--- src/rtl/ram_arbiter.sv ---
// Round-robin arbiter sharing one RAM port among NREQ requesters, with an
// optional locked grant that is capped at MAX_HOLD completed accesses.
module ram_arbiter #(
  parameter int NREQ     = 3,
  parameter int AW       = 32,
  parameter int DW       = 32,
  parameter int MAX_HOLD = 16
) (
  input  logic               CLK,
  input  logic               nRST,
  input  logic [NREQ-1:0]    req_ren,
  input  logic [NREQ-1:0]    req_wen,
  input  logic [NREQ-1:0]    req_lock,
  input  logic [NREQ*AW-1:0] req_addr,
  input  logic [NREQ*DW-1:0] req_store,
  output logic [NREQ-1:0]    req_done,
  output logic [DW-1:0]      req_load,
  output logic [NREQ-1:0]    gnt,
  output logic               ram_ren,
  output logic               ram_wen,
  output logic [AW-1:0]      ram_addr,
  output logic [DW-1:0]      ram_store,
  input  logic [DW-1:0]      ram_load,
  input  logic               ram_ready,
  output logic               busy,
  output logic [1:0]         dbg_state
);

  localparam int IW = (NREQ > 1) ? $clog2(NREQ) : 1;
  localparam int HW = $clog2(MAX_HOLD + 1);
  localparam logic [HW-1:0]   MAX_HOLD_W = HW'(MAX_HOLD);
  localparam logic [NREQ-1:0] ONE_HOT0   = NREQ'(1);

  typedef enum logic [1:0] {
    IDLE   = 2'd0,
    ACCESS = 2'd1,
    LOCKED = 2'd2
  } state_e;

  state_e          state_q, state_d;
  logic [IW-1:0]   gidx_q, gidx_d;
  logic [NREQ-1:0] gnt_q, gnt_d;
  logic [IW-1:0]   rr_ptr_q, rr_ptr_d;
  logic [HW-1:0]   hold_cnt_q, hold_cnt_d;

  logic [AW-1:0]   addr_a  [NREQ];
  logic [DW-1:0]   store_a [NREQ];
  logic [NREQ-1:0] active;
  logic            g_active;
  logic            g_lock;
  logic [IW-1:0]   next_ptr;
  logic [HW-1:0]   hold_inc;
  logic            pick_valid;
  logic [IW-1:0]   pick_idx;
  logic            in_access;
  logic            done;

  for (genvar i = 0; i < NREQ; i++) begin : g_slice
    assign addr_a[i]  = req_addr[i*AW +: AW];
    assign store_a[i] = req_store[i*DW +: DW];
  end

  assign active   = req_ren | req_wen;
  assign g_active = active[gidx_q];
  assign g_lock   = req_lock[gidx_q];
  assign next_ptr = (gidx_q == IW'(NREQ - 1)) ? '0 : gidx_q + IW'(1);
  assign hold_inc = hold_cnt_q + HW'(1);

  // First active requester starting at rr_ptr, wrapping modulo NREQ.
  always_comb begin
    int idx;
    pick_valid = 1'b0;
    pick_idx   = '0;
    idx        = 0;
    for (int k = 0; k < NREQ; k++) begin
      idx = int'(rr_ptr_q) + k;
      if (idx >= NREQ) idx = idx - NREQ;
      if (!pick_valid && active[IW'(idx)]) begin
        pick_valid = 1'b1;
        pick_idx   = IW'(idx);
      end
    end
  end

  always_comb begin
    state_d    = state_q;
    gidx_d     = gidx_q;
    gnt_d      = gnt_q;
    rr_ptr_d   = rr_ptr_q;
    hold_cnt_d = hold_cnt_q;
    unique case (state_q)
      IDLE: begin
        if (pick_valid) begin
          state_d    = ACCESS;
          gidx_d     = pick_idx;
          gnt_d      = ONE_HOT0 << pick_idx;
          hold_cnt_d = '0;
        end
      end
      ACCESS: begin
        // A dropped request wins over a coincident ram_ready (abort).
        if (!g_active) begin
          state_d  = IDLE;
          gnt_d    = '0;
          rr_ptr_d = next_ptr;
        end else if (ram_ready) begin
          hold_cnt_d = hold_inc;
          if (g_lock && (hold_inc < MAX_HOLD_W)) begin
            state_d = LOCKED;
          end else begin
            state_d  = IDLE;
            gnt_d    = '0;
            rr_ptr_d = next_ptr;
          end
        end
      end
      LOCKED: begin
        if (g_active) begin
          state_d = ACCESS;
        end else if (!g_lock) begin
          state_d  = IDLE;
          gnt_d    = '0;
          rr_ptr_d = next_ptr;
        end
      end
      default: begin
        state_d = IDLE;
        gnt_d   = '0;
      end
    endcase
  end

  always_ff @(posedge CLK or negedge nRST) begin
    if (!nRST) begin
      state_q    <= IDLE;
      gidx_q     <= '0;
      gnt_q      <= '0;
      rr_ptr_q   <= '0;
      hold_cnt_q <= '0;
    end else begin
      state_q    <= state_d;
      gidx_q     <= gidx_d;
      gnt_q      <= gnt_d;
      rr_ptr_q   <= rr_ptr_d;
      hold_cnt_q <= hold_cnt_d;
    end
  end

  assign in_access = (state_q == ACCESS);
  assign done      = in_access && g_active && ram_ready;

  assign ram_wen   = in_access & req_wen[gidx_q];
  assign ram_ren   = in_access & req_ren[gidx_q] & ~req_wen[gidx_q];
  assign ram_addr  = in_access ? addr_a[gidx_q]  : '0;
  assign ram_store = in_access ? store_a[gidx_q] : '0;
  assign req_done  = done ? gnt_q : '0;
  assign req_load  = done ? ram_load : '0;
  assign gnt       = gnt_q;
  assign busy      = (state_q != IDLE);
  assign dbg_state = state_q;

endmodule
--- config.mk ---
export PLATFORM = sky130hd
export DESIGN_NAME = ram_arbiter
export DESIGN_NICKNAME = d
export VERILOG_FILES = /design/src/rtl/ram_arbiter.sv
export SDC_FILE = /design/constraint.sdc
export NUM_CORES = 1
export LEC_CHECK = 0
export CAP_MARGIN = 10
export CORE_AREA = 3 3 131 133
export CTS_CLUSTER_SIZE = 40
export DETAILED_ROUTE_END_ITERATION = 10
export DIE_AREA = 0 0 134 136
export PLACE_DENSITY = 0.54
export SYNTH_ARGS = -nofsm -noshare
export SYNTH_HDL_FRONTEND = slang
export SYNTH_SLANG_ARGS = --single-unit
--- constraint.sdc ---
create_clock -name CLK -period 4.55 [get_ports CLK]
set_input_delay 1.365 -clock CLK [delete_from_list [all_inputs] [get_ports CLK]]
set_output_delay 1.365 -clock CLK [all_outputs]
set_load 0.01 [all_outputs]
# Word-level counts from Yosys, hierarchy flattened
# Index checks and enable logic that the tools add are counted.
# Widths: inputs -> output; s select.
dict set report word_totals {
  input_bits 236
  word_cells 116
  register_bits 14
}
dict set report op_classes {
  addsub 7
  n_reduce_logical 16
  order_cmp 9
  mux 61
  shifts 1
  n_bitwise 6
  n_eq_ne 11
}
# op n
set ops {}
lappend ops {{$mux 32} 7}
lappend ops {{$bmux 32 s2} 2}
lappend ops {{$mux 2} 18}
lappend ops {{$mux 3} 7}
lappend ops {{$mux 5} 3}
lappend ops {{$bmux 1 s2} 7}
lappend ops {{$mux 1} 13}
lappend ops {{$lt 2x4->1 const B} 3}
lappend ops {{$ne 2x2->1 const B} 5}
lappend ops {{$pmux 5 s2} 1}
lappend ops {{$reduce_and 5->1} 2}
lappend ops {{$ne 3x3->1 const B} 3}
lappend ops {{$pmux 3 s3} 1}
lappend ops {{$ge 3x2->1 const B} 2}
lappend ops {{$pmux 2 s3} 1}
lappend ops {{$reduce_bool 2->1} 3}
lappend ops {{$sub 2x2->2 const B} 3}
lappend ops {{$add 5x1->5 const B} 1}
lappend ops {{$logic_and 1x1->1} 5}
lappend ops {{$lt 5x5->1 const B} 1}
lappend ops {{$eq 2x2->1 const B} 2}
lappend ops {{$pmux 2 s2} 1}
lappend ops {{$reduce_and 4->1} 1}
lappend ops {{$add 2x1->3 const B} 1}
lappend ops {{15 further kinds} 18}

# Depth between registers and ports, before layout
# Gate-level depths: netlist of the first run.
dict set report logic_depth {
  word_depth 15
  mapped_depth 9
  depth_no_buf 8
}

# Worst setup path before layout of the first run
# No wires, ideal clock.
dict set report synth_path {
  kind {in2out}
  startpoint {input req_ren[2]}
  endpoint {output req_load[12]}
  slack_ps 710
  path_buffers 2
  t_required_ps 3185
  stages 6
  arrival_time_ps 2475
  cell_sequence {nor2_1 -> a211o_1 -> a21oi_2 -> buf_2 -> clkbuf_1 -> and2_1}
}
dict set report synth_between {
  elab_chain_cells 6
}
# element line
set synth_lines {}
lappend synth_lines {{from (decl)} 11} ;# input logic [NREQ-1:0] req_ren,
lappend synth_lines {{$or 3x3->3} 63} ;# assign active = req_ren | req_wen;
lappend synth_lines {{$bmux 1 s2} 64} ;# assign g_active = active[gidx_q];
lappend synth_lines {{$mux 1 (not written as such)} 64}
lappend synth_lines {{$logic_and 1x1->1 (2 in series)} 150} ;# assign done = in_access && g_active && ram_ready;
lappend synth_lines {{$mux 32} 157} ;# assign req_load = done ? ram_load : '0;
lappend synth_lines {{to (decl)} 17} ;# output logic [DW-1:0] req_load,
# Every way passes these cells. The select of a mux whose other input is x is not followed.

# Final worst setup path of the first run
dict set report layout_path {
  startpoint {input req_ren[2]}
  endpoint {output req_load[23]}
}
# Same word-level chain as after synthesis.

==> impl_metrics.py, run 1 <==
metrics = {
    "power_and_ir_drop": {
        "p_sw_frac": 0.4690,
        "power.leakage_uw": 0.002676,
        "clockPowerShare": 0.057,
        "sequentialPowerShare": 0.069,
        "net-switching-power_uw": 1504,
        "peakVddDrop_mv": 0.2029,
        "total_power_uw": 3207,
        "p_comb_frac": 0.874,
        "p_per_area_nw_per_um2": 492.4,
        "p_int_uw": 1703,
    },
    "clock_tree": {
        "cts-htree-levels": 1,
        "cts_buffer_depth": 2,
        "worstSkewPairLatency_ns": 0.24,
        "cts_root_buffer": "clkbuf_16",
        "cts_buffers": 3,
        "cts_tree": "done",
        "post_cts_buffers": 0,
        "path_clk_slew_ns": 0.05,
        "cts_sinks": 14,
    },
    "floorplan": {
        "coreArea_um2": 15940,
        "rows": 46,
        "pin_count": 343,
        "dieHeight_um": 136,
        "die_w_um": 134,
        "fp.dieArea_um2": 18220,
        "initial_core_util": 0.1723,
    },
    "drt": {
        "drtPass1Iterations": 4,
        "routed_wl_um": 15780,
        "drt_iter0_markers": 139,
        "route.vias.total": 4228,
        "drc_errors": 0,
        "final_antenna_net_count": 0,
        "routedWlPerCell_um": 16.17,
        "avgViaCountPerCell": 4.332,
    },
    "setup_path": {
        "worst-setup-path-type": "input pin to primary output",
        "required_ns": 3.18,
        "slowest_stage": "clkdlybuf4s50_1",
        "worstPathMaxFanout": 36,
        "crit_path_end_kind": "primary output",
        "slowest_delay_ns": 0.48,
        "cp_data_arrival_time_ns": 3.03,
        "start_kind": "input pin",
        "path_cells": "clkdlybuf4s50_1 > nor2_1 > a211o_1 > a21oi_2 > buf_12 > and2_1 > dlygate4sd2_1",
    },
    "cells_and_area": {
        "fin_cells": 976,
        "diodes": 0,
        "drive_gt1_frac": 0.04868,
        "syn_to_final_growth_pct": 137.1,
        "nNetsFinal": 1000,
        "final_cell_mix": "clkdlybuf4s50_1 (305), nor2_1 (139), a21oi_1 (69), mux2i_1 (67)",
        "layout_commonest_cell": "clkdlybuf4s50_1",
    },
    "sta": {
        "period_needed_ns": 4.395,
        "finalSetupTns_ns": 0,
        "fmax_mhz": 227.6,
        "setup_ws_ns": 0.1555,
        "grt_setup_unrepaired": "false",
        "tightest_slew_ns": 0.8600,
        "fin_crit_sh": 0.9658,
        "clock_skew_ns": 0.0005990,
        "hold_viol": 0,
        "hold_slack_ns": 0.5206,
        "slew_violations": 0,
        "setup_violations": 0,
        "relSlewSlack": 0.4267,
    },
    "outcome": {
        "status": "completed",
    },
    "flow_run": {
        "drv_cap": 0,
    },
    "logic_synthesis": {
        "synth_area_leaders": "mux2i_1 (24%), nor2_1 (19%), dfrtp_1 (13%)",
        "synth.avg_cell_area_um2": 6.357,
        "synth_area_um2": 2746,
        "syn_nets": 671,
        "yosysUniqueCellTypes": 41,
        "yosysSeqAreaShare": 0.1276,
        "yosysWarnings": 0,
        "ys_ff_latch": 14,
        "synth_top_area_cell": "mux2i_1",
        "synthesis.instances": 432,
        "yosys.area.top_type_share": 0.2442,
    },
    "global_routing": {
        "grt_antenna_before_repair": 0,
        "grt_pass1_vias": 4159,
        "grt_max_degree": 48,
        "grt.overflow.total": 0,
        "grt.total_usage": 0.1573,
        "grt_pass1_wl_um": 23250,
    },
    "placed_design": {
        "io_buffers": 342,
        "gp_congestion": 0.8018,
        "place_inst": 972,
        "dp_slack_ns": -0.1365,
        "place_hpwl_um": 13240,
    },
    "hold_path": {
        "min_path_type": "flop to flop",
    },
}
==> flip-flops by register name (all words and copies together), names as in the netlist <==
signal      flops
hold_cnt_q      5
rr_ptr_q        2
gidx_q          2
gnt             3
dbg_state       2
==> routing by layer <==
| layer | global-route usage | vias to the layer above | wire, um | share of wire |
|---|---|---|---|---|
| met2 | 0.2981 | 182 | 8161 | 0.52 |
| met3 | 0.03849 | 19 | 1175 | 0.074 |
| li1 | - | 2118 | - | - |
| met5 | 0 | - | 0 | 0 |
| met4 | 0.02629 | 0 | 239 | 0.015 |
| met1 | 0.1808 | 1909 | 6206 | 0.39 |
==> what timing repair did <==
action	in CTS	in global routing
pin swaps	0	0
gates resized for setup	36	1
gates cloned	0	0
hold buffers	0	0
setup endpoints to repair	36	1
==> cells by family (layout without fill, tap and decap cells) <==
group                    after synthesis  in the layout  synth area share
multiplexers                          69             69            0.2524
flip-flops                            14             14            0.1276
AND/OR/NAND/NOR                      208            208            0.3339
XOR/XNOR                               3              3          0.009569
adder cells (fa/ha/maj)                3              3           0.01367
buffers and inverters                 41            369           0.06379
AO/OA/AOI/OAI                         94             94            0.1991
==> critical path, delay by kind of cell <==
family / cells / cell delay (ns)
and+or+nand+nor: 2 / 0.21
buffers and inverters: 3 / 0.93
AOI/OAI and AO/OA: 2 / 0.51
==> power groups by stage <==
| stage | clock network, uW | registers, uW | logic (uW) |
|---|---|---|---|
| 2_1_floorplan | 0 | 202 | 1530 |
| 3_3_place_gp | 0 | 223 | 2860 |
| 3_5_place_dp | 0 | 225 | 2890 |
| 4_1_cts | 187 | 223 | 2850 |
| 5_1_grt | 193 | 232 | 3050 |
| 6_report | 183 | 221 | 2800 |
==> worst paths after layout <==
kind / startpoint / endpoint / slack, ns / depth (start not counted)
max in group asynchronous: nRST / gidx_q[1] / 2.57 / 1
max reg2reg: gidx_q[1] / rr_ptr_q[0] / 2.02 / 7
min reg2reg: rr_ptr_q[0] / rr_ptr_q[0] / 0.52 / 1
min: rr_ptr_q[0] / rr_ptr_q[0] / 0.52 / 1
max: req_ren[2] / req_load[23] / 0.16 / 7
min in group asynchronous: nRST / hold_cnt_q[4] / 1.51 / 1
==> stage by stage <==
step	util	area [um^2]
floorplan	-	2746
global placement	0.4056	6466
detailed placement	0.4056	6466
CTS	0.4083	6510
global route	0.4085	6513
finish	0.4085	6513
==> cell type report <==
cell class                      instances  area, um^2
Fill cell                            1651        9430
Timing Repair Buffer                  362        3556
Multi-Input combinational cell        377        2231
Sequential cell                        14       355.3
Tap cell                              216       270.3
Clock buffer                            4       88.84
Inverter                                3       11.26
==> synthesized netlist by cell type (all sizes together) <==
library cell	number
a2111oi	1
a211o	1
a211oi	1
a21boi	1
a21o	4
a21oi	70
a2bb2oi	1
a311oi	1
a31oi	2
and2	36
and3	1
and4	1
buf	22
clkbuf	16
dfrtp	14
ha	3
inv	3
mux2	2
mux2i	67
nand2	14
nand2b	2
nand3	7
nand4	1
nor2	139
nor2b	2
nor3	3
nor4	2
o211ai	1
o21ai	7
o21ba	2
o221ai	1
o2bb2ai	1
xnor2	1
xor2	2
(Power assumes the default switching activity.)
==> inputs of run 2 (changes only) <==
Settings changed: CTS_CLUSTER_SIZE 40 to default.
==> results of run 2 <==
The final DEF is identical to that of run 1; final timing and power are the same.
==> inputs of run 3 (changes only) <==
Settings changed: GPL_TIMING_DRIVEN from default to 0.
==> impl_metrics.py, run 3 (synthesis results as in run 1) <==
metrics = {
    "placed_design": {
        "place_hpwl_um": 14010,
        "dp_slack_ns": -0.6941,
        "io_buffers": 342,
        "gp_congestion": 0.8831,
        "placed_area_um2": 6440,
    },
    "drt": {
        "route.met2.wl_um": 8721,
        "dr_wl_met3_um": 1516,
        "drc_errors": 0,
        "avgViaCountPerCell": 4.353,
        "dr.max_layer_used": "met4",
        "routedWlPerCell_um": 16.53,
        "wl_met1_um": 6099,
        "routed_wl_um": 16520,
        "drtPass1Iterations": 4,
        "final_antenna_net_count": 0,
        "route.vias.total": 4349,
        "drt_iter0_markers": 139,
    },
    "setup_path": {
        "slowest_delay_ns": 0.55,
        "worstPathMaxFanout": 9,
        "start_kind": "input pin",
        "cp_data_arrival_time_ns": 3.12,
        "crit_top_cell": "clkdlybuf4s50_1",
        "cp.buffers_inverters": 4,
        "crit_path_end_kind": "primary output",
        "path_cells": "clkdlybuf4s50_1 > nand2_1 > a21oi_4 > buf_4 > buf_8 > and2_1 > clkdlybuf4s50_1",
        "worst-setup-path-type": "input pin to primary output",
        "cpLargestDelayFamily": "buffers and inverters",
        "crit_cells": 7,
        "required_ns": 3.18,
        "slowest_stage": "clkdlybuf4s50_1",
        "reg2reg_depth": 9,
    },
    "sta": {
        "fmax_mhz": 222.9,
        "fin_crit_sh": 0.9858,
        "grt_setup_unrepaired": "false",
        "relSlewSlack": 0.5981,
        "slew_violations": 0,
        "clock_skew_ns": 0.001356,
        "hold_viol": 0,
        "setup_violations": 0,
        "finalSetupTns_ns": 0,
        "hold_slack_ns": 0.5164,
        "setup_ws_ns": 0.06456,
        "tightest_slew_ns": 0.6009,
        "period_needed_ns": 4.485,
    },
    "power_and_ir_drop": {
        "p_per_area_nw_per_um2": 497.8,
        "peakVddDrop_mv": 0.1649,
        "power.leakage_uw": 0.002635,
        "clockPowerShare": 0.049,
        "p_comb_frac": 0.889,
        "p_sw_frac": 0.4724,
        "p_int_uw": 1727,
        "net-switching-power_uw": 1546,
        "sequentialPowerShare": 0.062,
    },
    "floorplan": {
        "dieHeight_um": 136,
        "initial_core_util": 0.1723,
        "coreArea_um2": 15940,
        "pin_count": 343,
        "rows": 46,
        "die_w_um": 134,
        "fp.dieArea_um2": 18220,
    },
    "outcome": {
        "status": "completed",
    },
    "cells_and_area": {
        "nFillCells": 1675,
        "largest_reg_flops": 5,
        "nNetsFinal": 1024,
        "post-route-util": 0.4125,
        "final_cell_mix": "clkdlybuf4s50_1 (315), nor2_1 (138), a21oi_1 (69), mux2i_1 (67), and2_1 (36)",
        "diodes": 0,
        "syn_to_final_growth_pct": 139.5,
        "drive_gt1_frac": 0.04853,
        "finalInstanceArea_um2": 6576,
        "layout_commonest_cell": "clkdlybuf4s50_1",
        "top_register": "hold_cnt_q",
    },
    "clock_tree": {
        "cts_buffer_depth": 2,
        "cts_buffers": 3,
        "cts_sinks": 14,
        "cts-htree-levels": 1,
        "cts_tree": "done",
        "path_clk_slew_ns": 0.04,
        "worstSkewPairLatency_ns": 0.24,
        "cts_root_buffer": "clkbuf_16",
    },
    "global_routing": {
        "grt_max_degree": 15,
        "grt_pass1_vias": 4353,
        "grt_pass1_wl_um": 24070,
        "grt_antenna_before_repair": 0,
        "grt.overflow.total": 0,
        "grt.total_usage": 0.1639,
    },
    "flow_run": {
        "drv_cap": 0,
    },
    "hold_path": {
        "min_path_type": "flop to flop",
        "hold_depth": 1,
    },
}
-- run 3: layer usage --
layer | up-vias | track usage
li1 | 2161 | -
met4 | 0 | 0.02400
met2 | 210 | 0.3139
met5 | - | 0
met1 | 1966 | 0.1860
met3 | 12 | 0.04219
-- run 3: worst reg2reg max path, delay by kind of cell (launching register included) --
family	cells	cell delay, ns
and+or+nand+nor	4	0.98
buffers and inverters	2	0.22
DFF	1	0.36
adders and majority gates	1	0.26
AOI/OAI and AO/OA	2	0.26
-- run 3: per-stage QoR --
stage / instances / power, uW
3_3_place_gp: 990 / 3093
5_1_grt: 999 / 3559
4_1_cts: 997 / 3320
6_report: 999 / 3274
2_1_floorplan: 432 / 1727
3_5_place_dp: 990 / 3121
-- run 3: what timing repair did --
item,in CTS,in global routing
pin swaps,2,0
gates resized for setup,43,3
setup buffers,3,2
cloned,1,0
hold endpoints to repair,0,0
hold buffers,0,0
setup endpoints to repair,35,14
-- run 3: power by group through the flow --
| stage | sequential, uW | clock (uW) | combinational [uW] |
|---|---|---|---|
| 2_1_floorplan | 202 | 0 | 1530 |
| 3_3_place_gp | 201 | 0 | 2890 |
| 3_5_place_dp | 204 | 0 | 2920 |
| 4_1_cts | 202 | 163 | 2950 |
| 5_1_grt | 208 | 168 | 3180 |
| 6_report | 203 | 160 | 2910 |
-- run 3: final timing paths --
path	slack (ns)	startpoint	end
setup reg to reg	2.40	rr_ptr_q[0]	gnt[2]
hold / removal	0.52	gnt[1]	gnt[1]
hold reg to reg	0.52	gnt[1]	gnt[1]
setup / recovery	0.06	ram_ready	req_load[23]
max in group asynchronous	2.65	nRST	rr_ptr_q[0]
min in group asynchronous	1.51	nRST	hold_cnt_q[1]
-- run 3: area by class of cell --
cell class / count / area, um^2 / share of cell area
Timing Repair Buffer: 348 / 3442 / 0.5234
Multi-Input combinational cell: 377 / 2231 / 0.3392
Sequential cell: 14 / 350.3 / 0.05327
Tap cell: 216 / 270.3 / 0.04110
Buffer: 38 / 196.4 / 0.02987
Clock buffer: 3 / 75.07 / 0.01142
Inverter: 3 / 11.26 / 0.001712
